## config.mk

```make
export PLATFORM = sky130hd
export DESIGN_NAME = loteria_input_cond
export DESIGN_NICKNAME = d
export VERILOG_FILES = /design/src/rtl/loteria_pkg.sv /design/src/rtl/key_debounce.sv /design/src/rtl/loteria_input_cond.sv
export SDC_FILE = /design/constraint.sdc
export NUM_CORES = 1
export LEC_CHECK = 0
export CAP_MARGIN = 20
export CELL_PAD_IN_SITES_DETAIL_PLACEMENT = 0
export CELL_PAD_IN_SITES_GLOBAL_PLACEMENT = 1
export CORE_MARGIN = 5
export CORE_UTILIZATION = 40
export DETAILED_ROUTE_END_ITERATION = 10
export PLACE_DENSITY = 0.72
export SKIP_LAST_GASP = 1
export SYNTH_ARGS = -nofsm -noshare
export SYNTH_HDL_FRONTEND = slang
export SYNTH_SLANG_ARGS = --single-unit
export TNS_END_PERCENT = 5
```

## constraint.sdc

```tcl
create_clock -name clk -period 3.5 [get_ports clk]
set_input_delay 0.7 -clock clk [delete_from_list [all_inputs] [get_ports clk]]
set_output_delay 0.7 -clock clk [all_outputs]
set_load 0.03 [all_outputs]
```

## src/rtl/loteria_pkg.sv

```systemverilog
// Shared constants for the lottery game: digit limits, key indices and the
// 7-segment map used by both the input conditioner and the display logic.
package loteria_pkg;

    localparam logic [2:0] NUM_DIGITS = 3'd5;
    localparam logic [3:0] DIGIT_MAX  = 4'd9;

    localparam int NUM_KEYS   = 3;
    localparam int KEY_INSERT = 0;
    localparam int KEY_FINISH = 1;
    localparam int KEY_CLEAR  = 2;

    // Active-low segments, bit order {g,f,e,d,c,b,a}; non-digits are blanked.
    function automatic logic [6:0] seg7(input logic [3:0] d);
        case (d)
            4'd0:    return 7'b1000000;
            4'd1:    return 7'b1111001;
            4'd2:    return 7'b0100100;
            4'd3:    return 7'b0110000;
            4'd4:    return 7'b0011001;
            4'd5:    return 7'b0010010;
            4'd6:    return 7'b0000010;
            4'd7:    return 7'b1111000;
            4'd8:    return 7'b0000000;
            4'd9:    return 7'b0010000;
            default: return 7'b1111111;
        endcase
    endfunction

    function automatic logic [2:0] count_inc(input logic [2:0] c);
        return (c >= NUM_DIGITS) ? NUM_DIGITS : c + 3'd1;
    endfunction

endpackage

```

## src/rtl/key_debounce.sv

```systemverilog
// One push-button: 2-flop synchronizer plus counter debouncer. Emits a
// single-cycle press event (combinational) when a new pressed level is accepted.
module key_debounce #(
    parameter int DEBOUNCE_CYCLES = 500000,
    parameter int CNT_W           = 19
) (
    input  logic clk,
    input  logic reset,
    input  logic key_n,
    output logic press
);

    localparam logic [CNT_W-1:0] LAST = CNT_W'(DEBOUNCE_CYCLES - 1);

    logic             sync_a;
    logic             sync_b;
    logic             stable_n;
    logic [CNT_W-1:0] cnt;

    always_ff @(posedge clk) begin
        if (reset) begin
            sync_a   <= 1'b1;
            sync_b   <= 1'b1;
            stable_n <= 1'b1;
            cnt      <= '0;
        end else begin
            sync_a <= key_n;
            sync_b <= sync_a;
            if (sync_b == stable_n) begin
                cnt <= '0;
            end else if (cnt == LAST) begin
                stable_n <= sync_b;
                cnt      <= '0;
            end else begin
                cnt <= cnt + 1'b1;
            end
        end
    end

    // Left combinational so the top can register its strobe on the accept edge.
    assign press = (sync_b != stable_n) && (cnt == LAST) && !sync_b;

endmodule

```

## src/rtl/loteria_input_cond.sv

```systemverilog
// Lottery front end: debounces the three keys, synchronizes the digit switches
// and enforces the five-digits / finish / clear entry protocol.
module loteria_input_cond
    import loteria_pkg::*;
#(
    parameter int DEBOUNCE_CYCLES = 500000,
    parameter int CNT_W           = 19
) (
    input  logic       clk,
    input  logic       reset,
    input  logic [2:0] key_n,
    input  logic [3:0] sw,
    output logic [3:0] num,
    output logic       insert,
    output logic       finish,
    output logic       clear,
    output logic       digit_err,
    output logic [2:0] count,
    output logic       done
);

    logic [NUM_KEYS-1:0] ev;
    logic [3:0]          sw_a;
    logic [3:0]          sw_sync;

    for (genvar k = 0; k < NUM_KEYS; k++) begin : g_key
        key_debounce #(
            .DEBOUNCE_CYCLES(DEBOUNCE_CYCLES),
            .CNT_W          (CNT_W)
        ) u_deb (
            .clk  (clk),
            .reset(reset),
            .key_n(key_n[k]),
            .press(ev[k])
        );
    end

    always_ff @(posedge clk) begin
        if (reset) begin
            sw_a    <= '0;
            sw_sync <= '0;
        end else begin
            sw_a    <= sw;
            sw_sync <= sw_a;
        end
    end

    // Clear has priority; insert and finish are mutually exclusive through count.
    always_ff @(posedge clk) begin
        if (reset) begin
            num       <= '0;
            insert    <= 1'b0;
            finish    <= 1'b0;
            clear     <= 1'b0;
            digit_err <= 1'b0;
            count     <= '0;
            done      <= 1'b0;
        end else begin
            insert <= 1'b0;
            finish <= 1'b0;
            clear  <= 1'b0;
            if (ev[KEY_CLEAR]) begin
                clear     <= 1'b1;
                num       <= '0;
                count     <= '0;
                digit_err <= 1'b0;
                done      <= 1'b0;
            end else begin
                if (ev[KEY_INSERT] && !done && count != NUM_DIGITS) begin
                    if (sw_sync > DIGIT_MAX) begin
                        digit_err <= 1'b1;
                    end else begin
                        num       <= sw_sync;
                        insert    <= 1'b1;
                        count     <= count_inc(count);
                        digit_err <= 1'b0;
                    end
                end
                if (ev[KEY_FINISH] && !done && count == NUM_DIGITS) begin
                    finish <= 1'b1;
                    done   <= 1'b1;
                end
            end
        end
    end

endmodule

```

---- Yosys cells after proc, flatten, opt, wreduce, memory -nomap -nowiden ----
Cells that the tools add are included.
word-level totals
  input bits .............................. 9
  ROM bits ................................ 0
  output and inout bits ................... 12
  bits in writable memories ............... 0
  register bits after elaboration ......... 86
  bits in latches ......................... 0
  logic and storage cells ................. 71
  memories kept ........................... 0
operators by class
  divide/modulo/power cells ............... 0
  bitwise gates (word level) .............. 5
  mux-type cells .......................... 5
  multipliers ............................. 0
  reductions and logical operators ........ 23
  shift operators ......................... 0
  add/subtract/negate cells ............... 4
  eq/ne operators ......................... 11
  order comparisons ....................... 2
operators with widths
  kind                                                             number
  19-bit by 1-bit adder with 19-bit output, second input constant  3
  19-bit equality test, second input constant                      3
  3-bit OR reduction                                               4
  1-bit logical AND                                                10
  2-bit AND reduction                                              4
  1-bit inverter                                                   5
  4-bit > comparator, second input constant                        1
  1-bit zero test                                                  4
  1-bit two-way mux                                                4
  3-bit by 1-bit adder with 3-bit output, second input constant    1
  1-bit equality test                                              3
  3-bit equality test, second input constant                       1
  3-bit >= comparator, second input constant                       1
  3-bit two-way mux                                                1
  1-bit != test                                                    3
  3-bit != test, second input constant                             1
  2-bit OR reduction                                               1

---- Depth between registers and ports, before layout ----
  depth in word-level cells ............... 7
  gate-level depth with buffers ........... 7
  mapped depth without buffers ............ 6

---- Cells and area by module ----
A second synthesis with hierarchy kept.
unflattened totals
  cell total of the unflattened synthesis .. 401
  area, all modules ....................... 3754.9 um^2
by module, submodules not included
  module              sequential area each (um^2)  times used  cells an instance  area an instance (um^2)
  key_debounce        440.4                        3           109                994.7
  loteria_input_cond  400.4                        1           74                 770.7

---- Worst setup path after synthesis ----
OpenSTA, ideal clock, no wires.
  path kind ............................... register to register
  start ................................... reg g_key[0].u_deb.cnt[0]
  end ..................................... reg g_key[0].u_deb.cnt[18]
  cell stages (with the launch flop) ...... 6
  required time ........................... 3.430 ns
  library setup time ...................... 0.070 ns
  path slack .............................. 1.696 ns
  buffers on the path ..................... 0
  arrival ................................. 1.734 ns
  clock period less this slack ............ 1.804 ns
  cells stage by stage .................... dfxtp_1 ha_1 nand4_1 or4_1 or3_1 a21oi_1
between the ends
  cells in the longest elaborated chain, start to end .. 2
  elaborated cells between the ends (all ways) .. 3
  those cells by class .................... add/sub (1); eq/ne (1); reduce/logical (1)
ends and longest elaborated chain
  what                                                                              line                RTL
  start, declared                                                                   key_debounce.sv:18  logic [CNT_W-1:0] cnt;
  start signal, assigned                                                            key_debounce.sv:35  cnt <= cnt + 1'b1;
  branches (longest 2 deep; another with 19-bit by 1-bit adder with 19-bit output)  -
Parallel ways; which one is timed is not known.
A chain may end at the register's enable or synchronous reset.

---- Worst setup path in the final report ----
  start ................................... reg g_key[0].u_deb.cnt[8]
  end ..................................... reg g_key[0].u_deb.cnt[10]
The elaborated chain is that of the path after synthesis.

==> summary.md <==
| Metric | Value |
|---|---|
| Status | finished clean |
| Avg WL per Cell | 13.2 um |
| IR drop worst, VDD | between 150 and 200 uV |
| Syn Nets | around 430 |
| RSZ-0062 raised after global routing | false |
| Most common cell in the netlist | dfxtp_1 |
| DRC | 0 |
| Worst min path class | reg2reg |
| Postcts setup bufs | 0 |
| Critical path fanouts, max | 19 |
| Routed WL | between 7000 and 8000 um |
| I/O Buffers | 20 |
| Setup TNS Final | 0 ns |
| CTS tree | done |
| Power per Cell Area | 416 mW/mm^2 |
| Initial DRC Count | roughly 110 |
| Worst Tran Pin Value | around 0.7 ns |
| Post-cts sizing count | 0 |
| Fin. max-slew vios | 0 |
| Post-route cell area | roughly 0.0042 mm^2 |
| Crit-path leading delay family | simple AND/OR/NAND/NOR gates |
| H-tree depth | 3 |
| Placed cell area | 0.00398 mm^2 |
| Antenna diode count | 0 |
| 1st-pass router iterations | 4 |
| Register area | approximately 0.0017 mm^2 |
| # fillers | between 900 and 1000 |
| Synth Warn # | 0 |
| Number of nets with antenna violations after routing | 0 |
| Initial Util | between 40 and 50% |
| Setup WS post-layout | 1.20 ns |
| First-pass GRT wire length | approximately 13000 um |
| Top_reg_cell synth | dfxtp_1 |
| LEAKAGE | around 0.0013 uW |
| Area occupied by multi-input gates | between 0.0015 and 0.002 mm^2 |
| I/O Pins | 21 |
| Synth area leader | dfxtp_1 |
| CTS buffer count | 9 |
| Layout cells sized above 1 | about 7% |
| CTS root buffer | clkbuf_8 |
| CTS Hold Bufs | 0 |
| Worst-path cell chain | nor4b_1 > and3_1 > a211o_1 > nor2_1 |
| Detailed Place HPWL | between 4000 and 5000 um |
| Clk_skew | ~0.012 ns |
| All-layer global routing usage | a little over an eighth |
| Die ar. | 0.0113 mm^2 |
| Most common library cells after synthesis | dfxtp_1 (86), nor2_1 (48), nand4_1 (28), a21oi_1 (24) |
| Flops & latches, synth | 86 |
| Routability cong. | 0.713 |
| Synth async-reset ratio | 0% |
| Post-synth EDFFs | 0 |
| Placed Cells | about 530 |
| Area contributors post-synth | dfxtp_1 (47%), xnor2_1 (5.0%), nor2_1 (4.9%), nand4_1 (4.7%), xor2_1 (4.3%) |
| Reg clk slew, reported paths | 0.09 ns |
| Final Cycle Share | about two thirds |
| Syn Inst Count | about 410 |
| Crit-path max cell delay | roughly 0.60 ns |
| Distinct cell type count after synthesis | 45 |
| CP startpoint kind | flop |
| Worst path required time | 3.72 ns |
| Worst skew pair latency | 0.35 ns |
| WP buf/inv | 0 |
| Vias in the first global route | 2832 |
| Grt ovf | 0 |
| Final #Nets | around 450 |
| Hold Vio Cnt, Final | 0 |
| Avg Inst Size Synth | 8.96 um^2 |
| Synth top area share | 46.5% |
| Layout area overhead | 13.3% |
| Core ar. | between 0.009 and 0.01 mm^2 |
| Pre-CTS setup slack | roughly 0.96 ns |
| Max Cap Viol | 0 |
| Die Wd | about 110 um |
| Post-Layout Cell Count | approximately 550 |
| Min Tclk post-route | around 2.3 ns |
| Clock Tree Buf Depth | 2 |
| Slew HR | 52.5% |
| DR vias | ~2900 |
| Initial antenna violation count | 0 |
| Critical path class | reg2reg |
| Crit path DAT | roughly 2.5 ns |
| Row cnt | 35 |
| Height of the chip | 106 um |
| F_max | around 440 MHz |
| Vias per inst | ~5.3 |
| Largest net degree at the start of global routing | 21 |
| Sequential area share after synthesis | 46.5% |
| Synth Cell Area | 0.00370 mm^2 |
| Slowest cell on crit path | a211o_1 |
| Crit end category | flop |
| Clock sinks | 86 |
| # setup viols final | 0 |
-- cells by family after synthesis --
kind of cell	share of synthesized area [%]
fa+ha+maj	1.69
buf+inv	2.84
compound gates	9.67
xor+xnor	9.23
simple gates	30.1
flops	46.5
-- power by group --
part / switching [uW] / leakage [uW] / internal (uW)
sequential: 4.24 / 0.000696 / 986
clock: 352 / 0.000106 / 369
combinational: 17.2 / 0.000510 / 15.7
total: 373 / 0.00131 / 1370
-- worst reg2reg max path, cell delays in order (launching register included) --
cell and delay [ns]:
dfxtp_1 0.42, nor4b_1 0.51, and3_1 0.53, a211o_1 0.60, nor2_1 0.12
-- per-stage QoR --
stage                     power, uW  hold WS, ns  utilization (%)
after floorplan                1030        0.389                -
after global placement         1050        0.395             43.7
after detailed placement       1050        0.393             43.7
after CTS                      1780        0.410             46.0
after global routing           1810        0.427             46.0
final                          1740        0.410             46.0
-- registers in the layout, summed over array words and instances, names as in the netlist, 3 cells and up --
signal                flops
sw_a                      4
sw_sync                   4
g_key.u_deb.stable_n      3
g_key.u_deb.sync_a        3
g_key.u_deb.sync_b        3
num                       4
g_key.u_deb.cnt          57
count                     3
-- layout make-up --
class,count,area share [%]
multi-input cells,302,44.7
inverters,13,1.16
clock inverters,5,1.34
repair buffers,20,4.78
clock buffers,11,3.61
well taps,111,3.31
flip-flops and latches,86,41.1
-- final timing paths --
check | startpoint | to | slack [ns] | depth (start not counted)
worst max register to register | g_key[0].u_deb.cnt[8] | g_key[0].u_deb.cnt[10] | 1.20 | 4
worst max-delay path | g_key[0].u_deb.cnt[8] | g_key[0].u_deb.cnt[10] | 1.20 | 4
worst min register to register | g_key[1].u_deb.sync_a | g_key[1].u_deb.sync_b | 0.41 | 1
worst min-delay path | g_key[1].u_deb.sync_a | g_key[1].u_deb.sync_b | 0.41 | 1
-- layer usage --
layer / vias to the layer above / share of wire (%) / global-route usage (%)
met3: 7 / 2.9 / 3.64
met4: 0 / 1.1 / 4.07
met1: 1356 / 50 / 17.4
met5: - / 0 / 0
li1: 1520 / - / -
met2: 30 / 46 / 22.5
-- placed cells by master (no fill, tap or decap), types with 2 or more instances in the layout --
cell             Yosys  final
nand2_1             19     19
and4_1               6      6
inv_1               13     13
clkdlybuf4s50_1      0     20
dfxtp_1             86     86
a211o_1              2      2
nor2_1              48     48
nand3_1             21     21
o21ai_0             19     19
or2_2                7      7
nor3_1               8      8
and2_1               5      5
ha_1                 5      5
nand4_1             28     28
nor4_1               6      6
or4_4                2      2
or3_1               13     13
xnor2_1             21     21
or4_1                6      6
and3_1               7      7
o31ai_1              4      4
clkbuf_8             0     11
nor2b_1              8      8
nor3b_1              2      2
nor4b_1              6      6
xor2_1              18     18
clkinv_2             0      2
a21oi_1             24     24
No activity file was read; power rests on OpenSTA's default activity.
